==> config.mk <==
export PLATFORM = sky130hd
export DESIGN_NAME = mem_d1_stream_reader
export DESIGN_NICKNAME = d
export VERILOG_FILES = /design/src/rtl/mem_d1_stream_reader.sv
export SDC_FILE = /design/constraint.sdc
export NUM_CORES = 1
export LEC_CHECK = 0
export CORE_UTILIZATION = 30
export CTS_CLUSTER_DIAMETER = 50
export DETAILED_ROUTE_END_ITERATION = 10
export GPL_ROUTABILITY_DRIVEN = 0
export SYNTH_ARGS = -nofsm -noshare
export SYNTH_HDL_FRONTEND = slang
export SYNTH_SLANG_ARGS = --single-unit
==> constraint.sdc <==
create_clock -name clk -period 4.5 [get_ports clk]
set_clock_uncertainty 0.15 [all_clocks]
set_input_delay 1.125 -clock clk [delete_from_list [all_inputs] [get_ports clk]]
set_output_delay 1.125 -clock clk [all_outputs]
set_load 0.05 [all_outputs]
==> src/rtl/mem_d1_stream_reader.sv <==
// mem_d1_stream_reader
//
// Sequencer in front of a combinational-read 1-D memory (std_mem_d1 port shape).
// A go pulse in idle captures base/count; the block then walks `count` consecutive
// addresses from `base`, wrapping at SIZE, and presents each word as a valid/ready
// stream beat from a single registered output slot. done pulses for one cycle once
// the final beat has been accepted (or straight after start when count == 0).
//
// Optional feature: define MEM_D1_STREAM_READER_LAST_EN to add out_last, which marks
// the final beat of a transfer.
//
// Ports:
//   clk, reset       clock; synchronous active-high reset
//   go, base, count  start request and transfer description (sampled in idle only)
//   mem_addr0        memory address (always the internal address register)
//   mem_write_en     memory write enable, tied low (read-only use)
//   mem_write_data   memory write data, tied to zero
//   mem_read_data    memory read data, combinational from mem_addr0
//   out_data         stream payload
//   out_valid        stream valid
//   out_ready        stream ready from consumer
//   out_last         final-beat marker (only with MEM_D1_STREAM_READER_LAST_EN)
//   busy             high while a transfer is in progress (run or done)
//   done             one-cycle completion pulse
module mem_d1_stream_reader #(
  parameter int unsigned WIDTH    = 32,
  parameter int unsigned SIZE     = 16,
  parameter int unsigned IDX_SIZE = 4
) (
  input  logic                clk,
  input  logic                reset,
  input  logic                go,
  input  logic [IDX_SIZE-1:0] base,
  input  logic [IDX_SIZE:0]   count,
  output logic [IDX_SIZE-1:0] mem_addr0,
  output logic                mem_write_en,
  output logic [WIDTH-1:0]    mem_write_data,
  input  logic [WIDTH-1:0]    mem_read_data,
  output logic [WIDTH-1:0]    out_data,
  output logic                out_valid,
  input  logic                out_ready,
  output logic                busy,
  output logic                done
`ifdef MEM_D1_STREAM_READER_LAST_EN
  ,
  output logic                out_last
`endif
);

  localparam logic [IDX_SIZE:0]   SizeExt  = (IDX_SIZE + 1)'(SIZE);
  localparam logic [IDX_SIZE-1:0] AddrLast = IDX_SIZE'(SIZE - 1);
  localparam logic [IDX_SIZE:0]   RemOne   = (IDX_SIZE + 1)'(1);

  typedef enum logic [1:0] {
    StIdle,
    StRun,
    StDone
  } state_e;

  state_e              state_q, state_d;
  logic [IDX_SIZE-1:0] addr_q, addr_d;
  logic [IDX_SIZE:0]   remaining_q, remaining_d;
  logic [WIDTH-1:0]    data_q, data_d;
  logic                valid_q, valid_d;
`ifdef MEM_D1_STREAM_READER_LAST_EN
  logic                last_q, last_d;
`endif
  logic                slot_free;

  always_ff @(posedge clk) begin
    if (reset) begin
      state_q     <= StIdle;
      addr_q      <= '0;
      remaining_q <= '0;
      data_q      <= '0;
      valid_q     <= 1'b0;
`ifdef MEM_D1_STREAM_READER_LAST_EN
      last_q      <= 1'b0;
`endif
    end else begin
      state_q     <= state_d;
      addr_q      <= addr_d;
      remaining_q <= remaining_d;
      data_q      <= data_d;
      valid_q     <= valid_d;
`ifdef MEM_D1_STREAM_READER_LAST_EN
      last_q      <= last_d;
`endif
    end
  end

  // The slot can take a new word when empty or when its current beat leaves this cycle.
  assign slot_free = !valid_q || out_ready;

  always_comb begin
    state_d     = state_q;
    addr_d      = addr_q;
    remaining_d = remaining_q;
    data_d      = data_q;
    valid_d     = valid_q;
`ifdef MEM_D1_STREAM_READER_LAST_EN
    last_d      = last_q;
`endif
    unique case (state_q)
      StIdle: begin
        if (go) begin
          remaining_d = count;
          // Out-of-range start addresses fall back to word 0.
          addr_d      = ({1'b0, base} >= SizeExt) ? '0 : base;
          state_d     = StRun;
        end
      end
      StRun: begin
        if (remaining_q != '0) begin
          // Under backpressure everything holds and the memory is not re-read.
          if (slot_free) begin
            data_d      = mem_read_data;
            valid_d     = 1'b1;
`ifdef MEM_D1_STREAM_READER_LAST_EN
            last_d      = (remaining_q == RemOne);
`endif
            addr_d      = (addr_q == AddrLast) ? '0 : addr_q + IDX_SIZE'(1);
            remaining_d = remaining_q - RemOne;
          end
        end else begin
          if (valid_q && out_ready) begin
            valid_d = 1'b0;
          end
          if (slot_free) begin
            state_d = StDone;
          end
        end
      end
      StDone: begin
        valid_d = 1'b0;
        state_d = StIdle;
      end
      default: begin
        state_d = StIdle;
      end
    endcase
  end

  assign mem_addr0      = addr_q;
  assign mem_write_en   = 1'b0;
  assign mem_write_data = '0;
  assign out_data       = data_q;
  assign out_valid      = valid_q;
  assign busy           = (state_q != StIdle);
  assign done           = (state_q == StDone);
`ifdef MEM_D1_STREAM_READER_LAST_EN
  assign out_last       = last_q;
`endif

endmodule

=== Word-level counts from Yosys, hierarchy flattened ===
Cells that the tools add are included.

* Bits in latches: 0
* RAM bits: 0
* ROM bits: 0
* Register bits: 44
* Memories kept: 0

* Bitwise operators: 0
* Shifts and indexed selects: 0
* Add/sub/neg operators: 2
* Reduce and logical (&&, ||, !) cells: 12
* Multipliers: 0
* Order comparisons: 0
* Equality and inequality tests: 9
* Mux-type cells: 17
* Divide/modulo/power cells: 0

{| class="wikitable"
|+ Operator list
! kind !! number
|-
| $mux W4 || 4
|-
| $mux W5 || 3
|-
| $pmux W5 S2 || 1
|-
| $reduce_and A3 Y1 || 3
|-
| $ne A2 B2 Y1 const B || 4
|-
| $pmux W4 S2 || 1
|-
| $mux W2 || 3
|-
| $ne A3 B3 Y1 const B || 2
|-
| $reduce_bool A2 Y1 || 3
|-
| $reduce_bool A5 Y1 || 1
|-
| $sub A5 B1 Y5 const B || 1
|-
| $add A4 B1 Y4 const B || 1
|-
| $eq A4 B4 Y1 const B || 1
|-
| $pmux W2 S2 || 1
|-
| $reduce_and A4 Y1 || 1
|-
| $mux W1 || 3
|-
| $eq A2 B1 Y1 const B || 1
|-
| $eq A2 B2 Y1 const B || 1
|-
| $logic_not A2 Y1 || 1
|-
| $pmux W1 S2 || 1
|-
| $logic_and A1 B1 Y1 || 1
|-
| $logic_not A1 Y1 || 1
|-
| $logic_or A1 B1 Y1 || 1
|}

=== Depth between registers and ports, before layout ===
* Depth in word-level cells: 5
* Gate-level depth with buffers: 8

=== Least setup slack after synthesis ===
OpenSTA, ideal clock, no wires.

* Path type: register to output
* Start: register state_q[0]
* End: output busy
* Data required time: 3.225 ns
* Path slack: 2.262 ns
* Arrival time: 0.963 ns
* Path buffers: 0
* Stages on the path, launching flop included: 4
* Path through: dfxtp_1 > inv_1 > ha_1 > inv_1

* Word-level cells in the longest chain between the ends: 1

{| class="wikitable"
|+ RTL lines
! item !! line !! source
|-
| start: declaration || 60 || <nowiki>state_e state_q, state_d;</nowiki>
|-
| start signal: assignment || 72 || <nowiki>state_q <= StIdle;</nowiki>
|-
| start signal: assignment || 81 || <nowiki>state_q <= state_d;</nowiki>
|-
| $reduce_bool A2 Y1 || 149 || <nowiki>assign busy = (state_q != StIdle);</nowiki>
|-
| end: declaration || 42 || <nowiki>output logic busy,</nowiki>
|}

No other way between the ends.

=== Worst setup path after layout ===
Ends and elaborated chain as after synthesis.

==> flow_metrics.tcl <==
set metrics [dict create \
    total_setup_violations_reported_at_the_end_of_the_flow 0 \
    required_ns 3.22 \
    fin_util 0.442 \
    synthesis.area_sq_um 2160 \
    area_delta_synth_final_pct 40.6 \
    cts.repair.resized 0 \
    detailed_place_hpwl_microns 3560 \
    cap_violations 0 \
    finish.cell_count_without_fillers 444 \
    cts_root_buf "sky130_fd_sc_hd__clkbuf_8" \
    die-width_microns 86.8 \
    cts.clk_slew.worst_paths_ns 0.08 \
    timing.final.crit_share 0.714 \
    synth.yosys.seq_area_share 0.408 \
    status "complete, no violations" \
    ys_ff_latch 44 \
    max_slew_violations 0 \
    detail_route.first_pass.iterations 4 \
    placed_cells 436 \
    postSynthAreaPerCell_sq_um 7.99 \
    design.portCount 117 \
    timing.fmax_ghz 0.311 \
    synth_largest_area_cell "sky130_fd_sc_hd__dfxtp_1" \
    holdWs_ns 0.306 \
    power_leakage_nw 1.11 \
    place_ws_ns 1.41 \
    via_count 1955 \
    synthTopCellsByArea "sky130_fd_sc_hd__dfxtp_1, sky130_fd_sc_hd__buf_4, sky130_fd_sc_hd__nand2_1" \
    die_height_microns 86.8 \
    first_global_vias 1726 \
    drc 0 \
    synth_top_area_share 0.408 \
    timing.critical_path.to_type "primary output" \
    core_region_area_sq_um 6870 \
    final.setup.tns_ns 0 \
    design.final.nets 397 \
    design_area_sq_um 3030 \
    cts_tree "built" \
    postPlaceCellArea_sq_um 2930 \
    synthesis.yosys.warnings 0 \
    die_area_sq_um 7530 \
    buffer_ports.inserted 83 \
    layout_cells_sized_above_1 0.0460 \
    h_tree_depth 2 \
    detail_route.vias_per_cell 4.40 \
    layout_min_cycle_time_ns 3.21 \
    worstSkewPairLatency_ns 0.29 \
    crit_type "reg -> out" \
    worstMarginPinSlew_ns 0.888 \
    insertedDiodeCount 0 \
    antenna_violating_nets_post_route 0 \
    hold_path_class "reg -> reg" \
    clock_sink_count 44 \
    rr_startpoint "state_q[1]$_SDFFE_PP0P_" \
    maximum_number_of_pins_on_one_net_before_global_route_repair 49 \
    row_count 30 \
    worst_ir_drop_vdd_mv 0.302 \
    slew_headroom 0.408 \
    initialDrtViolationCount 42 \
    cts_made_buffers 5 \
    clock_tree.buffer_depth 2 \
    critical_path_sink "busy" \
    timing.rr.end "out_data[23]$_SDFFE_PP0P_" \
    rrSetupSlack_ns 2.16 \
    power_dens_cells_nw_per_um2 646 \
    startpoint_type "flip-flop" \
    wl_microns 4910 \
    critical_path_peak_fanout 5 \
    detail_route.wl_per_cell_microns 11.1 \
    reg2regPathDepth 8 \
    grt_antenna_before_repair 0 \
    number_of_instances_in_the_synthesized_netlist 270 \
    initial_utilization 0.314 \
    synthDistinctLibCells 38 \
    unrepaired_setup_endpoints_after_global_routing "false" \
    cts_setup_buffers 0 \
    cp_data_arrival_time_ns 1.94 \
    final.setup.worst_slack_ns 1.29 \
    hold_viol_final 0 \
    grt_util_all_layers 0.132 \
    worst_setup_path_startpoint "state_q[0]$_SDFFE_PP0P_" \
    global_route_wire_length_before_repair_microns 7890 \
    globalRoute.totalOverflow 0 \
    number_of_hold_buffers_added_after_cts 0 \
    total_power_mw 1.96 \
]
## per-layer routing
| layer | vias to the layer above | routed length, microns | GRT usage |
|---|---|---|---|
| met4 | 0 | 51 | 0.0409 |
| li1 | 999 | - | - |
| met5 | - | 0 | 0 |
| met3 | 6 | 293 | 0.0362 |
| met2 | 73 | 2310 | 0.230 |
| met1 | 877 | 2260 | 0.156 |
## critical path: stages (launching register included)
cell and delay (ns):
sky130_fd_sc_hd__dfxtp_1 0.36, sky130_fd_sc_hd__inv_1 0.07, sky130_fd_sc_hd__ha_1 0.26, sky130_fd_sc_hd__inv_1 0.13, sky130_fd_sc_hd__clkdlybuf4s50_1 0.83
## kinds of logic after synthesis
group	synth area share
AO/OA/AOI/OAI	0.197
adder cells (fa/ha/maj)	0.0290
buffers and inverters	0.164
flip-flops	0.408
multiplexers	0.00928
other	0.00174
AND/OR/NAND/NOR	0.191
## state kept, by name (all words and copies together) (netlist names)
name	cells
state_q	2
mem_addr0	4
remaining_q	5
out_data	32
out_valid	1
## cells in the final DEF, fill, tap and decap left out, types with 2 or more instances in the layout
cell type and n:
sky130_fd_sc_hd__a211oi_1 6, sky130_fd_sc_hd__a21oi_1 40, sky130_fd_sc_hd__a2bb2oi_1 2, sky130_fd_sc_hd__a311o_1 2, sky130_fd_sc_hd__a31oi_1 2, sky130_fd_sc_hd__buf_4 2, sky130_fd_sc_hd__clkbuf_8 5, sky130_fd_sc_hd__clkdlybuf4s50_1 82
sky130_fd_sc_hd__conb_1 33, sky130_fd_sc_hd__dfxtp_1 44, sky130_fd_sc_hd__ha_1 5, sky130_fd_sc_hd__inv_1 8, sky130_fd_sc_hd__mux2i_1 2, sky130_fd_sc_hd__nand2_1 69, sky130_fd_sc_hd__nand2b_1 2, sky130_fd_sc_hd__nand3_1 2
sky130_fd_sc_hd__nand4_1 2, sky130_fd_sc_hd__nor2_1 6, sky130_fd_sc_hd__nor2b_1 4, sky130_fd_sc_hd__o21ai_0 6, sky130_fd_sc_hd__o31ai_1 4
## power by group
group | internal (mW) | switching, mW | total [mW]
Combinational | 0.364 | 0.725 | 1.09
Clock | 0.165 | 0.130 | 0.294
Sequential | 0.494 | 0.0802 | 0.574
## synthesized netlist by cell type, drive strengths merged
library cell and instances:
o21ai 7, nor2b 4, nand4 2, or4b 1, inv 8, nor2 7
nor3 1, ha 5, buf 41, nand3 3, a31oi 3, clkbuf 6
a21oi 40, mux2i 2, clkinv 1, a311oi 1, a41o 1, nand4b 1
a31o 1, a221oi 1, nor4b 1, nor4 1, o22ai 1, a2bb2oi 2
nand2b 2, a211oi 6, a311o 2, nand2 69, nor3b 1, conb 1
dfxtp 44, o31ai 4
## layout make-up
cell class              instances  area [sq um]
clock buffers                   6          72.6
flip-flops and latches         44           881
clock inverters                 2          35.0
well taps                      96           120
repair buffers                 85           841
multi-input cells             202          1050
inverters                       9          33.8
fillers                       713          3840
## how the worst min path moves through the flow
| stage | from | endpoint | cells past startpoint |
|---|---|---|---|
| final | out_data[21]$_SDFFE_PP0P_ | out_data[21]$_SDFFE_PP0P_ | 2 |
| after detailed placement | out_data[21]$_SDFFE_PP0P_ | out_data[21]$_SDFFE_PP0P_ | 2 |
| after global placement | out_data[28]$_SDFFE_PP0P_ | out_data[28]$_SDFFE_PP0P_ | 2 |
| after global routing | out_data[8]$_SDFFE_PP0P_ | out_data[8]$_SDFFE_PP0P_ | 2 |
| after floorplan | remaining_q[1]$_SDFFE_PP0P_ | remaining_q[1]$_SDFFE_PP0P_ | 2 |
| after CTS | out_data[21]$_SDFFE_PP0P_ | out_data[21]$_SDFFE_PP0P_ | 2 |
Power figures use the tool's default switching activity.
